### config.mk
export PLATFORM = sky130hd
export DESIGN_NAME = float_to_fixed_iter
export DESIGN_NICKNAME = d
export VERILOG_FILES = /design/src/rtl/conv_pkg.sv /design/src/rtl/float_classify.sv /design/src/rtl/float_to_fixed_iter.sv
export SDC_FILE = /design/constraint.sdc
export NUM_CORES = 1
export LEC_CHECK = 0
export ABC_AREA = 0
export CAP_MARGIN = 20
export CORE_UTILIZATION = 57
export CTS_CLUSTER_SIZE = 40
export DETAILED_ROUTE_END_ITERATION = 16
export DONT_BUFFER_PORTS = 1
export PLACE_DENSITY = 0.7
export SLEW_MARGIN = 10
export SYNTH_ARGS = -nofsm -noshare
export SYNTH_HDL_FRONTEND = slang
export SYNTH_SLANG_ARGS = --single-unit
### constraint.sdc
create_clock -name clk -period 3.17 [get_ports clk]
set_clock_uncertainty 0.15 [all_clocks]
set_input_delay 0.317 -clock clk [delete_from_list [all_inputs] [get_ports clk]]
set_output_delay 0.317 -clock clk [all_outputs]
set_load 0.01 [all_outputs]
### src/rtl/conv_pkg.sv
// Shared float/fixed conversion constants, FSM state encoding and the
// classification record passed from the decoder to the converter.
package conv_pkg;

  localparam int FLT_BIAS  = 127;
  localparam int FLT_EXP_W = 8;
  localparam int FLT_MAN_W = 23;
  localparam int FIX_W     = 22;
  localparam int FIX_FRAC  = 20;
  localparam int MAG_W     = FLT_MAN_W + 1;
  localparam int CNT_W     = 5;

  typedef enum logic [1:0] {
    IDLE  = 2'd0,
    SHIFT = 2'd1,
    DONE  = 2'd2
  } state_t;

  typedef struct packed {
    logic             nan;
    logic             sat;
    logic             zero;
    logic             unf;
    logic             sign;
    logic [MAG_W-1:0] mant;
    logic [CNT_W-1:0] shamt;
  } class_t;

endpackage

### src/rtl/float_classify.sv
// Combinational decode of a single-precision word into special-case flags,
// the 24-bit significand with hidden bit, and the right-shift amount.
module float_classify
  import conv_pkg::*;
#(
  parameter int FRAC_BITS = FIX_FRAC
) (
  input  logic [31:0] data,
  output class_t      cls
);

  localparam int SH_BASE = FLT_MAN_W - FRAC_BITS + FLT_BIAS;

  logic [FLT_EXP_W-1:0] e;
  logic [FLT_MAN_W-1:0] m;
  logic [9:0]           sh_full;

  assign e = data[30:23];
  assign m = data[22:0];
  // Wraps for e above the bias, but those inputs are caught as saturation first.
  assign sh_full = 10'(SH_BASE) - {2'b00, e};

  always_comb begin
    cls       = '0;
    cls.sign  = data[31];
    cls.mant  = {1'b1, m};
    cls.shamt = sh_full[CNT_W-1:0];
    if (e == 8'hFF && m != '0) begin
      cls.nan = 1'b1;
    end else if (e >= 8'd128) begin
      cls.sat = 1'b1;
    end else if (e == 8'd0) begin
      cls.zero = 1'b1;
    end else if (sh_full >= 10'(MAG_W)) begin
      cls.unf = 1'b1;
    end
  end

endmodule

### src/rtl/float_to_fixed_iter.sv
// Float32 to sign-magnitude fixed point (1 int bit, FRAC_BITS fraction) by an
// iterative right shifter; one conversion in flight, truncating toward zero.
module float_to_fixed_iter
  import conv_pkg::*;
#(
  parameter int FRAC_BITS  = FIX_FRAC,
  parameter int SHIFT_STEP = 1
) (
  input  logic                 clk,
  input  logic                 rst,
  input  logic                 in_valid,
  output logic                 in_ready,
  input  logic [31:0]          in_data,
  output logic                 out_valid,
  input  logic                 out_ready,
  output logic [FRAC_BITS+1:0] out_data,
  output logic                 out_ovf,
  output logic                 out_nan,
  output logic                 out_inexact
);

  state_t           state, state_nxt;
  class_t           cls;
  logic [MAG_W-1:0] mag, mag_shr, lost_mask;
  logic [CNT_W-1:0] cnt, step;
  logic [FRAC_BITS:0] mag_out;
  logic             sign, sticky, ovf, nan, accept, special;

  float_classify #(.FRAC_BITS(FRAC_BITS)) u_classify (
    .data (in_data),
    .cls  (cls)
  );

  assign in_ready  = (state == IDLE);
  assign out_valid = (state == DONE);
  assign accept    = in_valid && in_ready;
  assign special   = cls.nan || cls.sat || cls.zero || cls.unf;

  always_comb begin
    step      = (cnt < CNT_W'(SHIFT_STEP)) ? cnt : CNT_W'(SHIFT_STEP);
    mag_shr   = mag >> step;
    lost_mask = ~({MAG_W{1'b1}} << step);
  end

  always_ff @(posedge clk) begin
    if (rst) state <= IDLE;
    else     state <= state_nxt;
  end

  always_comb begin
    state_nxt = state;
    case (state)
      IDLE:    if (accept) state_nxt = special ? DONE : SHIFT;
      SHIFT:   if (cnt == step) state_nxt = DONE;
      DONE:    if (out_ready) state_nxt = IDLE;
      default: state_nxt = IDLE;
    endcase
  end

  always_ff @(posedge clk) begin
    if (rst) begin
      mag    <= '0;
      cnt    <= '0;
      sign   <= 1'b0;
      sticky <= 1'b0;
      ovf    <= 1'b0;
      nan    <= 1'b0;
    end else if (accept) begin
      sign   <= cls.sign;
      cnt    <= cls.shamt;
      sticky <= 1'b0;
      ovf    <= 1'b0;
      nan    <= 1'b0;
      if (cls.nan) begin
        mag <= '0;
        nan <= 1'b1;
      end else if (cls.sat) begin
        mag <= MAG_W'({(FRAC_BITS+1){1'b1}});
        ovf <= 1'b1;
      end else if (cls.zero) begin
        mag    <= '0;
        sticky <= (cls.mant[FLT_MAN_W-1:0] != '0);
      end else if (cls.unf) begin
        mag    <= '0;
        sticky <= 1'b1;
      end else begin
        mag <= cls.mant;
      end
    end else if (state == SHIFT) begin
      mag    <= mag_shr;
      cnt    <= cnt - step;
      sticky <= sticky | (|(mag & lost_mask));
    end
  end

  // Sign is dropped on a zero magnitude so -0 never reaches consumers.
  assign mag_out     = mag[FRAC_BITS:0];
  assign out_data    = {sign && (mag_out != '0), mag_out};
  assign out_ovf     = ovf;
  assign out_nan     = nan;
  assign out_inexact = sticky;

endmodule
==> results.sh <==
export IMPL_cts_htree_levels=2
export IMPL_clkTransAtPathRegs_ns=0.07
export IMPL_cts_tree="yes"
export IMPL_synth_main_ff_cell="dfxtp_1"
export IMPL_synthArstFlopShare=0
export IMPL_final_common_cell="nor2_1"
export IMPL_cp_arrival_ns=2.39
export IMPL_drv_slew=0
export IMPL_crit_end="state[1]"
export IMPL_yosysWarnings=0
export IMPL_rrSetupSlack_ns=0.84
export IMPL_grt_first_pass_wirelength_mm=9.43
export IMPL_startpoint_type="flip-flop"
export IMPL_post_drt_wl_per_cell_um=16.2
export IMPL_crit_chain="nor4_1 > or2_2 > ha_1 > nor4b_1 > nor2_1 > nor2_1 > a22oi_1 > a311oi_1"
export IMPL_power_mw=1.89
export IMPL_min_period_over_period=0.735
export IMPL_crit_buf_inv=0
export IMPL_layout_drive_gt1_share=0.0966
export IMPL_synth_cells=349
export IMPL_ios=63
export IMPL_max_cap_violations=0
export IMPL_fmax_mhz=429
export IMPL_worst_pin_slew_ns=0.830
export IMPL_setup_slack_ns=0.839
export IMPL_wl_mm=6.02
export IMPL_cts_inserted_buffers=5
export IMPL_grt_pass1_vias=1912
export IMPL_yosysSeqAreaShare=0.278
export IMPL_rsz0062_at_grt="no"
export IMPL_synth_area_um2=2520
export IMPL_holdCritPathClass="in -> reg"
export IMPL_p_seq_frac=0.385
export IMPL_cp_depth=8
export IMPL_floorplan_die_area_um2=4700
export IMPL_setup_viol=0
export IMPL_critPathKind="reg -> reg"
export IMPL_dp_hpwl_mm=4.24
export IMPL_power_density_nw_per_um2=761
export IMPL_drc_errors=0
export IMPL_combPwrFrac=0.440
export IMPL_drt_iter0_markers=127
export IMPL_rr_endpoint="state[1]"
export IMPL_antenna_found_initial=0
export IMPL_startpoint="cnt[1]"
export IMPL_antenna_left=0
export IMPL_min_delay_start="in_data[31]"
export IMPL_swShare=0.449
export IMPL_clk_latency_ns=0.29
export IMPL_dieWidth_um=68.6
export IMPL_coreArea_um2=4120
export IMPL_initial_core_util=0.614
export IMPL_final_cells=371
export IMPL_io_buffer_count=0
export IMPL_p_sw_uw=849
export IMPL_worstPathRequired_ns=3.22
export IMPL_internal_power_mw=1.04
export IMPL_finalHoldViolCount=0
export IMPL_tns_ns=0
export IMPL_cp_slowest_stage_delay_ns=0.49
export IMPL_power_share_clock=0.175
export IMPL_pre_cts_ws_ns=0.870
export IMPL_grt_usage=0.275
export IMPL_crit_path_end_kind="flip-flop"
export IMPL_area_delta_synth_final_pct=-1.68
export IMPL_vias_per_cell=6.20
export IMPL_cp_common_cell="nor2_1"
export IMPL_power_leakage_nw=0.842
export IMPL_final_net_count=361
export IMPL_syn_avg_cell_area_um2=7.23
export IMPL_reg2regPathDepth=8
export IMPL_dp_cells=363
export IMPL_timing_rr_start="cnt[1]"
export IMPL_ys_seq_elements=35
export IMPL_slowest_stage="nor4_1"
export IMPL_clock_sinks=35
export IMPL_vias=2301
export IMPL_cp_max_fo=6
export IMPL_period_needed_ns=2.33
export IMPL_rows=23
export IMPL_max_slew_margin_rel=0.447
export IMPL_antenna_cells=0
export IMPL_syn_nets=389
export IMPL_grt_overflow_total=0
export IMPL_grt_max_degree=36
export IMPL_outcome="finished, final reports clean"
export IMPL_synth_edf_count=0
export IMPL_firstDrtPassIters=4
export IMPL_clockBufferDepth=2
export IMPL_ir_worst_vdd_mv=0.451
export IMPL_design_area_um2=2480
export IMPL_crit_family="simple AND/OR/NAND/NOR gates"
export IMPL_fp_dieH_um=68.6
export IMPL_fillers=402
export IMPL_synthDistinctLibCells=49
export IMPL_gp_congestion=0.804
export IMPL_placed_area_um2=2370
export IMPL_cts_root_buf="clkbuf_8"
export IMPL_layout_common_cells="63 x nor2_1, 47 x nand2_1, 35 x dfxtp_1, 28 x a21oi_1, 21 x nand3b_1"
## sequential cells by signal, summed over array words and instances, names as in the netlist
| signal | flops |
|---|---|
| out_inexact | 1 |
| out_nan | 1 |
| out_ovf | 1 |
| mag | 24 |
| cnt | 5 |
| sign | 1 |
| state | 2 |
## repair_timing
action | CTS | global route
gates resized for setup | 0 | 0
hold buffers | 1 | 0
setup buffers | 0 | 0
hold endpoints to repair | 35 | 0
## through the flow
stage	hold slack (ns)	util
floorplan	0.287	-
global placement	0.242	0.577
detailed placement	0.243	0.577
CTS	0.00378	0.603
global route	0.00888	0.603
finish	0.00510	0.603
## logic make-up (layout without fill, tap and decap cells)
kind of cell               Yosys count  in the layout  synth area share
muxes                                2              2           0.00793
DFF                                 35             35             0.278
adders and majority gates            4              4            0.0198
buffers and inverters               49             21             0.113
and+or+nand+nor                    175            175             0.332
xor gates and xnor gates             4              4            0.0139
AOI/OAI and AO/OA                   80             80             0.235
## power by group through the flow
stage	clock network (mW)	logic (mW)	registers (mW)
2_1_floorplan	0	0.830	0.657
3_3_place_gp	0	0.803	0.737
3_5_place_dp	0	0.812	0.737
4_1_cts	0.338	0.825	0.727
5_1_grt	0.356	0.938	0.748
6_report	0.330	0.831	0.728
## layout make-up
type	instances	area, um^2	area share
tap	50	62.6	0.0252
clock buffer	6	82.6	0.0333
multi-input combinational	265	1540	0.620
sequential	35	701	0.282
timing repair buffer	7	65.1	0.0262
clock inverter	1	5.00	0.00202
inverter	7	26.3	0.0106
## cell usage after synthesis (all sizes together) (2+ instances only)
master,number,area share
nor2b,2,0.0050
a21oi,28,0.055
inv,7,0.010
buf,29,0.082
clkbuf,13,0.021
dfxtp,35,0.28
nand4,5,0.012
mux2i,2,0.0079
nand2b,2,0.0050
a211oi,28,0.11
o31ai,2,0.011
o21ai,7,0.014
nor4,10,0.025
nand2,47,0.070
a22oi,3,0.0089
ha,4,0.020
xnor2,2,0.0069
xor2,2,0.0069
nand3b,21,0.062
nor2,64,0.095
a31oi,2,0.0050
nor3,10,0.020
nand3,4,0.0079
## layer usage
metal  vias up  global-route usage  routed length, um
li1       1159                   -                  -
met1      1060               0.407               2930
met2        75               0.368               2600
met3         7              0.0806                389
met4         0               0.102                100
met5         -                   0                  0
## worst min-delay path by stage
stage / endpoint / depth (start not counted)
4_1_cts: sign / 2
5_1_grt: sign / 2
3_5_place_dp: sign / 1
2_1_floorplan: sign / 2
3_3_place_gp: sign / 1
6_report: sign / 2
No activity file was read; power rests on OpenSTA's default activity.
